File: src/rtl/gemm_ctrl.sv
// GEMM sequencer: walks (i, j, k), issues row-major A/B/C read addresses, drives the
// MAC enable/clear strobes through a RD_LAT-deep delay line and writes each result.
// Optional build macro GEMM_CTRL_PERF_CNT_EN adds a saturating 32-bit busy-cycle counter.
module gemm_ctrl #(
    parameter int unsigned MATRIX_HEIGHT = 4,
    parameter int unsigned MATRIX_WIDTH  = 4,
    parameter int unsigned MATRIX_ADJUST = 4,
    parameter int unsigned RD_LAT        = 1,
    parameter int unsigned MAC_LAT       = 2,
    localparam int unsigned AW_A = (MATRIX_HEIGHT * MATRIX_ADJUST > 1) ?
                                   $clog2(MATRIX_HEIGHT * MATRIX_ADJUST) : 1,
    localparam int unsigned AW_B = (MATRIX_ADJUST * MATRIX_WIDTH > 1) ?
                                   $clog2(MATRIX_ADJUST * MATRIX_WIDTH) : 1,
    localparam int unsigned AW_C = (MATRIX_HEIGHT * MATRIX_WIDTH > 1) ?
                                   $clog2(MATRIX_HEIGHT * MATRIX_WIDTH) : 1
) (
    input  logic            iclk,
    input  logic            irst,
    input  logic            start,
    input  logic            abort,
    output logic            busy,
    output logic            done,
    output logic            mem_rd_en,
    output logic [AW_A-1:0] a_addr,
    output logic [AW_B-1:0] b_addr,
    output logic            c_rd_en,
    output logic [AW_C-1:0] c_addr,
    output logic            mac_en,
    output logic            mac_clr,
`ifdef GEMM_CTRL_PERF_CNT_EN
    output logic [31:0]     cycle_cnt,
`endif
    output logic            out_we,
    output logic [AW_C-1:0] out_addr
);

    localparam int unsigned M    = MATRIX_HEIGHT;
    localparam int unsigned N    = MATRIX_WIDTH;
    localparam int unsigned K    = MATRIX_ADJUST;
    localparam int unsigned DLEN = RD_LAT + MAC_LAT;
    localparam int unsigned IW   = (M > 1) ? $clog2(M) : 1;
    localparam int unsigned JW   = (N > 1) ? $clog2(N) : 1;
    localparam int unsigned KW   = (K > 1) ? $clog2(K) : 1;
    localparam int unsigned DW   = (DLEN > 1) ? $clog2(DLEN) : 1;

    typedef enum logic [2:0] {
        StIdle,
        StIssue,
        StDrain,
        StWrite,
        StDone
    } state_e;

    state_e              state_q, state_d;
    logic [IW-1:0]       i_q, i_d;
    logic [JW-1:0]       j_q, j_d;
    logic [KW-1:0]       k_q, k_d;
    logic [DW-1:0]       drn_q, drn_d;
    logic [RD_LAT-1:0]   en_dly_q;
    logic [RD_LAT-1:0]   clr_dly_q;
    logic                kill;

    // Abort only matters once a GEMM is running; in IDLE it simply blocks start.
    assign kill = abort && (state_q != StIdle);

    // State and index registers.
    always_ff @(posedge iclk) begin
        if (irst) begin
            state_q <= StIdle;
            i_q     <= '0;
            j_q     <= '0;
            k_q     <= '0;
            drn_q   <= '0;
        end else begin
            state_q <= state_d;
            i_q     <= i_d;
            j_q     <= j_d;
            k_q     <= k_d;
            drn_q   <= drn_d;
        end
    end

    // Next-state and index stepping.
    always_comb begin
        state_d = state_q;
        i_d     = i_q;
        j_d     = j_q;
        k_d     = k_q;
        drn_d   = drn_q;
        unique case (state_q)
            StIdle: begin
                if (start && !abort) begin
                    state_d = StIssue;
                    i_d     = '0;
                    j_d     = '0;
                    k_d     = '0;
                end
            end
            StIssue: begin
                if (k_q == KW'(K - 1)) begin
                    state_d = StDrain;
                    k_d     = '0;
                    drn_d   = '0;
                end else begin
                    k_d = k_q + 1'b1;
                end
            end
            StDrain: begin
                if (drn_q == DW'(DLEN - 1)) begin
                    state_d = StWrite;
                end else begin
                    drn_d = drn_q + 1'b1;
                end
            end
            StWrite: begin
                k_d = '0;
                if (i_q == IW'(M - 1) && j_q == JW'(N - 1)) begin
                    state_d = StDone;
                end else begin
                    state_d = StIssue;
                    if (j_q == JW'(N - 1)) begin
                        j_d = '0;
                        i_d = i_q + 1'b1;
                    end else begin
                        j_d = j_q + 1'b1;
                    end
                end
            end
            StDone: begin
                state_d = StIdle;
                i_d     = '0;
                j_d     = '0;
            end
            default: state_d = StIdle;
        endcase
        if (kill) begin
            state_d = StIdle;
            i_d     = '0;
            j_d     = '0;
            k_d     = '0;
            drn_d   = '0;
        end
    end

    // Read-to-MAC delay line; flushed on abort so nothing reaches the accumulator.
    always_ff @(posedge iclk) begin
        if (irst || kill) begin
            en_dly_q  <= '0;
            clr_dly_q <= '0;
        end else begin
            en_dly_q[0]  <= mem_rd_en;
            clr_dly_q[0] <= c_rd_en;
            for (int n = 1; n < int'(RD_LAT); n++) begin
                en_dly_q[n]  <= en_dly_q[n-1];
                clr_dly_q[n] <= clr_dly_q[n-1];
            end
        end
    end

    // Outputs decoded from state; addresses forced to 0 while their strobe is low.
    always_comb begin
        busy      = (state_q != StIdle);
        done      = (state_q == StDone);
        mem_rd_en = (state_q == StIssue);
        c_rd_en   = mem_rd_en && (k_q == '0);
        out_we    = (state_q == StWrite);
        mac_en    = en_dly_q[RD_LAT-1];
        mac_clr   = clr_dly_q[RD_LAT-1];
        a_addr    = '0;
        b_addr    = '0;
        c_addr    = '0;
        out_addr  = '0;
        if (mem_rd_en) begin
            a_addr = AW_A'(32'(i_q) * K + 32'(k_q));
            b_addr = AW_B'(32'(k_q) * N + 32'(j_q));
        end
        if (c_rd_en) begin
            c_addr = AW_C'(32'(i_q) * N + 32'(j_q));
        end
        if (out_we) begin
            out_addr = AW_C'(32'(i_q) * N + 32'(j_q));
        end
    end

`ifdef GEMM_CTRL_PERF_CNT_EN
    logic [31:0] cnt_q;

    // Busy-cycle counter: cleared on accepted start, saturates, holds when idle.
    always_ff @(posedge iclk) begin
        if (irst) begin
            cnt_q <= '0;
        end else if (state_q == StIdle && start && !abort) begin
            cnt_q <= '0;
        end else if (busy && cnt_q != '1) begin
            cnt_q <= cnt_q + 1'b1;
        end
    end

    assign cycle_cnt = cnt_q;
`endif

endmodule
File: config.mk
export PLATFORM = sky130hd
export DESIGN_NAME = gemm_ctrl
export DESIGN_NICKNAME = d
export VERILOG_FILES = /design/src/rtl/gemm_ctrl.sv
export SDC_FILE = /design/constraint.sdc
export NUM_CORES = 1
export LEC_CHECK = 0
export ABC_AREA = 1
export CAP_MARGIN = 20
export CORE_MARGIN = 1
export CORE_UTILIZATION = 55
export CTS_CLUSTER_SIZE = 25
export DETAILED_ROUTE_END_ITERATION = 8
export DONT_BUFFER_PORTS = 1
export GPL_ROUTABILITY_DRIVEN = 1
export PLACE_DENSITY = 0.7
export SYNTH_ARGS = -nofsm -noshare
export SYNTH_HDL_FRONTEND = slang
export SYNTH_SLANG_ARGS = --single-unit
File: constraint.sdc
create_clock -name iclk -period 1.3 [get_ports iclk]
set_input_delay 0 -clock iclk [delete_from_list [all_inputs] [get_ports iclk]]
set_output_delay 0 -clock iclk [all_outputs]
set_load 0.005 [all_outputs]
==> reports/qor.yml <==
clocking:
  cts.clk_slew.worst_paths_ns: 0.08
  clkLatencyLatePin_ns: 0.27
  cts_buffer_depth: 2
  cts_tree: "built"
  cts_sinks: 13
  cts_buffers: 3
  cts.htree.levels: 1
  cts-root-buf: "clkbuf_4"
floorplanning:
  std_cell_rows: 14
  initial_core_util_pct: 60.5
  die_w_um: 43.4
  ios: 27
  die_area_um2: 1880
  die_h_um: 43.4
  coreArea_um2: 1560
sta:
  fmax_ghz: 0.805
  rsz0062_at_grt: "no"
  tightest_slew_ns: 0.271
  post-route-min-period_ns: 1.24
  slew_viol_final: 0
  fin_setup_tns_ns: 0
  finalHoldViolCount: 0
  setup_viol_count_final: 0
  finalCritPeriodShare_pct: 95.5
  setup_ws_ns: 0.0579
  finClkSkew_ns: 0.00268
  relSlewSlack_pct: 81.9
placed_design:
  numPortBuffers: 0
  dp_worst_setup_slack_ns: -0.00703
  placed_cells: 150
  place_hpwl_mm: 1.39
  routabilityCongestion: 0.855
drt:
  dr.pass1.iters: 6
  drtIter0Drc: 21
  wl_per_cell_um: 11.8
  finalWirelength_mm: 1.86
  drc_errors: 4
  via_per_inst: 5.24
  postRouteAntennaNets: 0
  vias: 823
worst_setup_path:
  cp_num_buf_inv: 1
  arrival_ns: 1.24
  start_kind: "flip-flop"
  crit_chain: "nor2_4 > nand2_4 > buf_4 > nor2_1"
  cp_slowest_stage_delay_ns: 0.39
  cpLargestDelayFamily: "simple AND/OR/NAND/NOR gates"
  crit_fanout: 7
  worst_setup_path_end_kind: "output pin"
  rr_worst_depth: 5
  cpMaxStageDelayCell: "dfxtp_4"
  path_class: "flip-flop to output pin"
  critical_path_cell_count: 4
  required_ns: 1.30
run_status:
  violations: "design-rule violations"
  outcome: "finished, violations left"
synth:
  seq_area_frac_synth_pct: 27.6
  syn_inst: 133
  synth-seq-cells: 13
  syn-num-nets: 142
  yosys_warnings: 0
  netlist_area_um2: 943
  avgSynthCellArea_um2: 7.09
  ys_types: 23
worst_hold_path:
  hold_depth: 3
  min_path_type: "primary input to flip-flop"
power:
  p_leak_nw: 0.463
  total_power_mw: 2.18
  peakVddDrop_mv: 1.37
  pwr_density_cell_nw_per_um2: 2080
layout:
  final_core_util_pct: 67.4
  fillCellCount: 142
  finalNonFillerCells: 157
  drive_above_1_share_pct: 29.8
  antenna_cells: 0
  nets: 151
  area_delta_synth_final_pct: 11.4
grt:
  grt_pass1_wl_mm: 3.08
  track_usage_pct: 21.4
  grt_pass1_vias: 725
  grt_overflow: 0
  grt_max_degree: 9
  antenna_found_initial: 0
run:
  maxCapViolations: 0
[timing repair]
action                                  4_1_cts  5_1_grt
pin swaps                                     1        2
endpoints found under the setup margin       17        6
resized for setup                             9        4
buffers inserted                              1        0
hold buffers                                  2        0
endpoints found under the hold margin        13        0
[power by group]
| part | internal [mW] | leakage [nW] | switching [mW] | total [mW] |
|---|---|---|---|---|
| Combinational | 0.465 | 0.340 | 0.824 | 1.29 |
| Clock | 0.119 | 0.0150 | 0.134 | 0.253 |
| Sequential | 0.535 | 0.108 | 0.105 | 0.641 |
| Total | 1.12 | 0.463 | 1.06 | 2.18 |
[flip-flops by register name, indices dropped and copies added (netlist names)]
signal,flops
i_q,2
mac_en,1
state_q,3
k_q,2
mac_clr,1
j_q,2
drn_q,2
[worst register-to-register path, stage by stage, from the launching register on]
cell and delay [ns]:
dfxtp_2 0.39, nor2_4 0.15, nand2_2 0.10, a21oi_4 0.29
nand3_1 0.11, nor2_1 0.10
[logic make-up after synthesis]
kind of cell,count (synthesis),share of synthesized area (%)
AO/OA/AOI/OAI,8,6.63
adder cells (fa/ha/maj),5,6.63
buffers and inverters,28,13.8
flip-flops,13,27.6
AND/OR/NAND/NOR,79,45.4
[synthesized netlist by cell type]
cell	count	share of area, %
inv_4	1	0.66
a21oi_2	3	2.8
nor2_2	2	1.3
nand3b_1	1	0.80
o21ai_0	1	0.53
buf_6	2	2.4
nand3_2	1	1.1
nand3_4	2	3.7
a21oi_4	1	1.7
buf_4	2	1.6
ha_1	5	6.6
inv_1	19	7.6
nand4_1	8	5.3
dfxtp_1	13	28
nor2_4	3	3.6
nand3_1	13	6.9
nor2_1	26	10
o21ai_1	1	0.53
nand2_4	2	2.4
nand2_1	15	6.0
nand2_2	6	4.0
a21oi_1	2	1.1
inv_2	4	1.6
[cells in the final DEF, fill, tap and decap left out]
cell type / Yosys / routed
inv_4: 1 / 2
nand3b_1: 1 / 1
buf_4: 2 / 6
a21oi_2: 3 / 3
a21oi_1: 2 / 2
clkbuf_1: 0 / 1
ha_1: 5 / 5
nand4_1: 8 / 8
nand2_2: 6 / 6
o21ai_1: 1 / 1
nand3_2: 1 / 1
dfxtp_4: 0 / 2
dfxtp_1: 13 / 10
nand3_4: 2 / 2
nand2_4: 2 / 3
nor2_1: 26 / 22
nand2_1: 15 / 14
clkbuf_4: 0 / 3
nand3_1: 13 / 13
nor2_4: 3 / 4
inv_1: 19 / 19
a21oi_4: 1 / 1
o21ai_0: 1 / 1
nor2_2: 2 / 5
inv_2: 4 / 3
dlygate4sd3_1: 0 / 2
dfxtp_2: 0 / 1
[area by class of cell]
type                            count  area [µm²]  area share, %
Inverter                           24        95.1           9.05
Tap cell                           16        20.0           1.90
Clock buffer                        4        26.3           2.50
Sequential cell                    13         269           25.6
Timing Repair Buffer                8        65.1           6.19
Multi-Input combinational cell     92         576           54.8
[metrics by stage]
step | hold slack (ns) | area, µm²
finish | 0.0696 | 1050
CTS | 0.0794 | 1040
global placement | 0.178 | 963
detailed placement | 0.187 | 963
floorplan | 0.159 | 943
global route | 0.111 | 1050
[metal layers]
| metal | track usage (%) | wire [µm] |
|---|---|---|
| met1 | 29.8 | 858 |
| met2 | 34.5 | 909 |
| met3 | 2.50 | 92 |
| met4 | 7.50 | 0 |
| met5 | 0 | 0 |
[final timing paths]
path / from / end / slack (ns)
setup / recovery: state_q[2] / a_addr[1] / 0.06
hold / removal: start / k_q[0] / 0.07
setup reg to reg: state_q[1] / state_q[0] / 0.09
hold reg to reg: j_q[0] / j_q[0] / 0.50
Note: power is estimated with default switching activity, not from simulation.
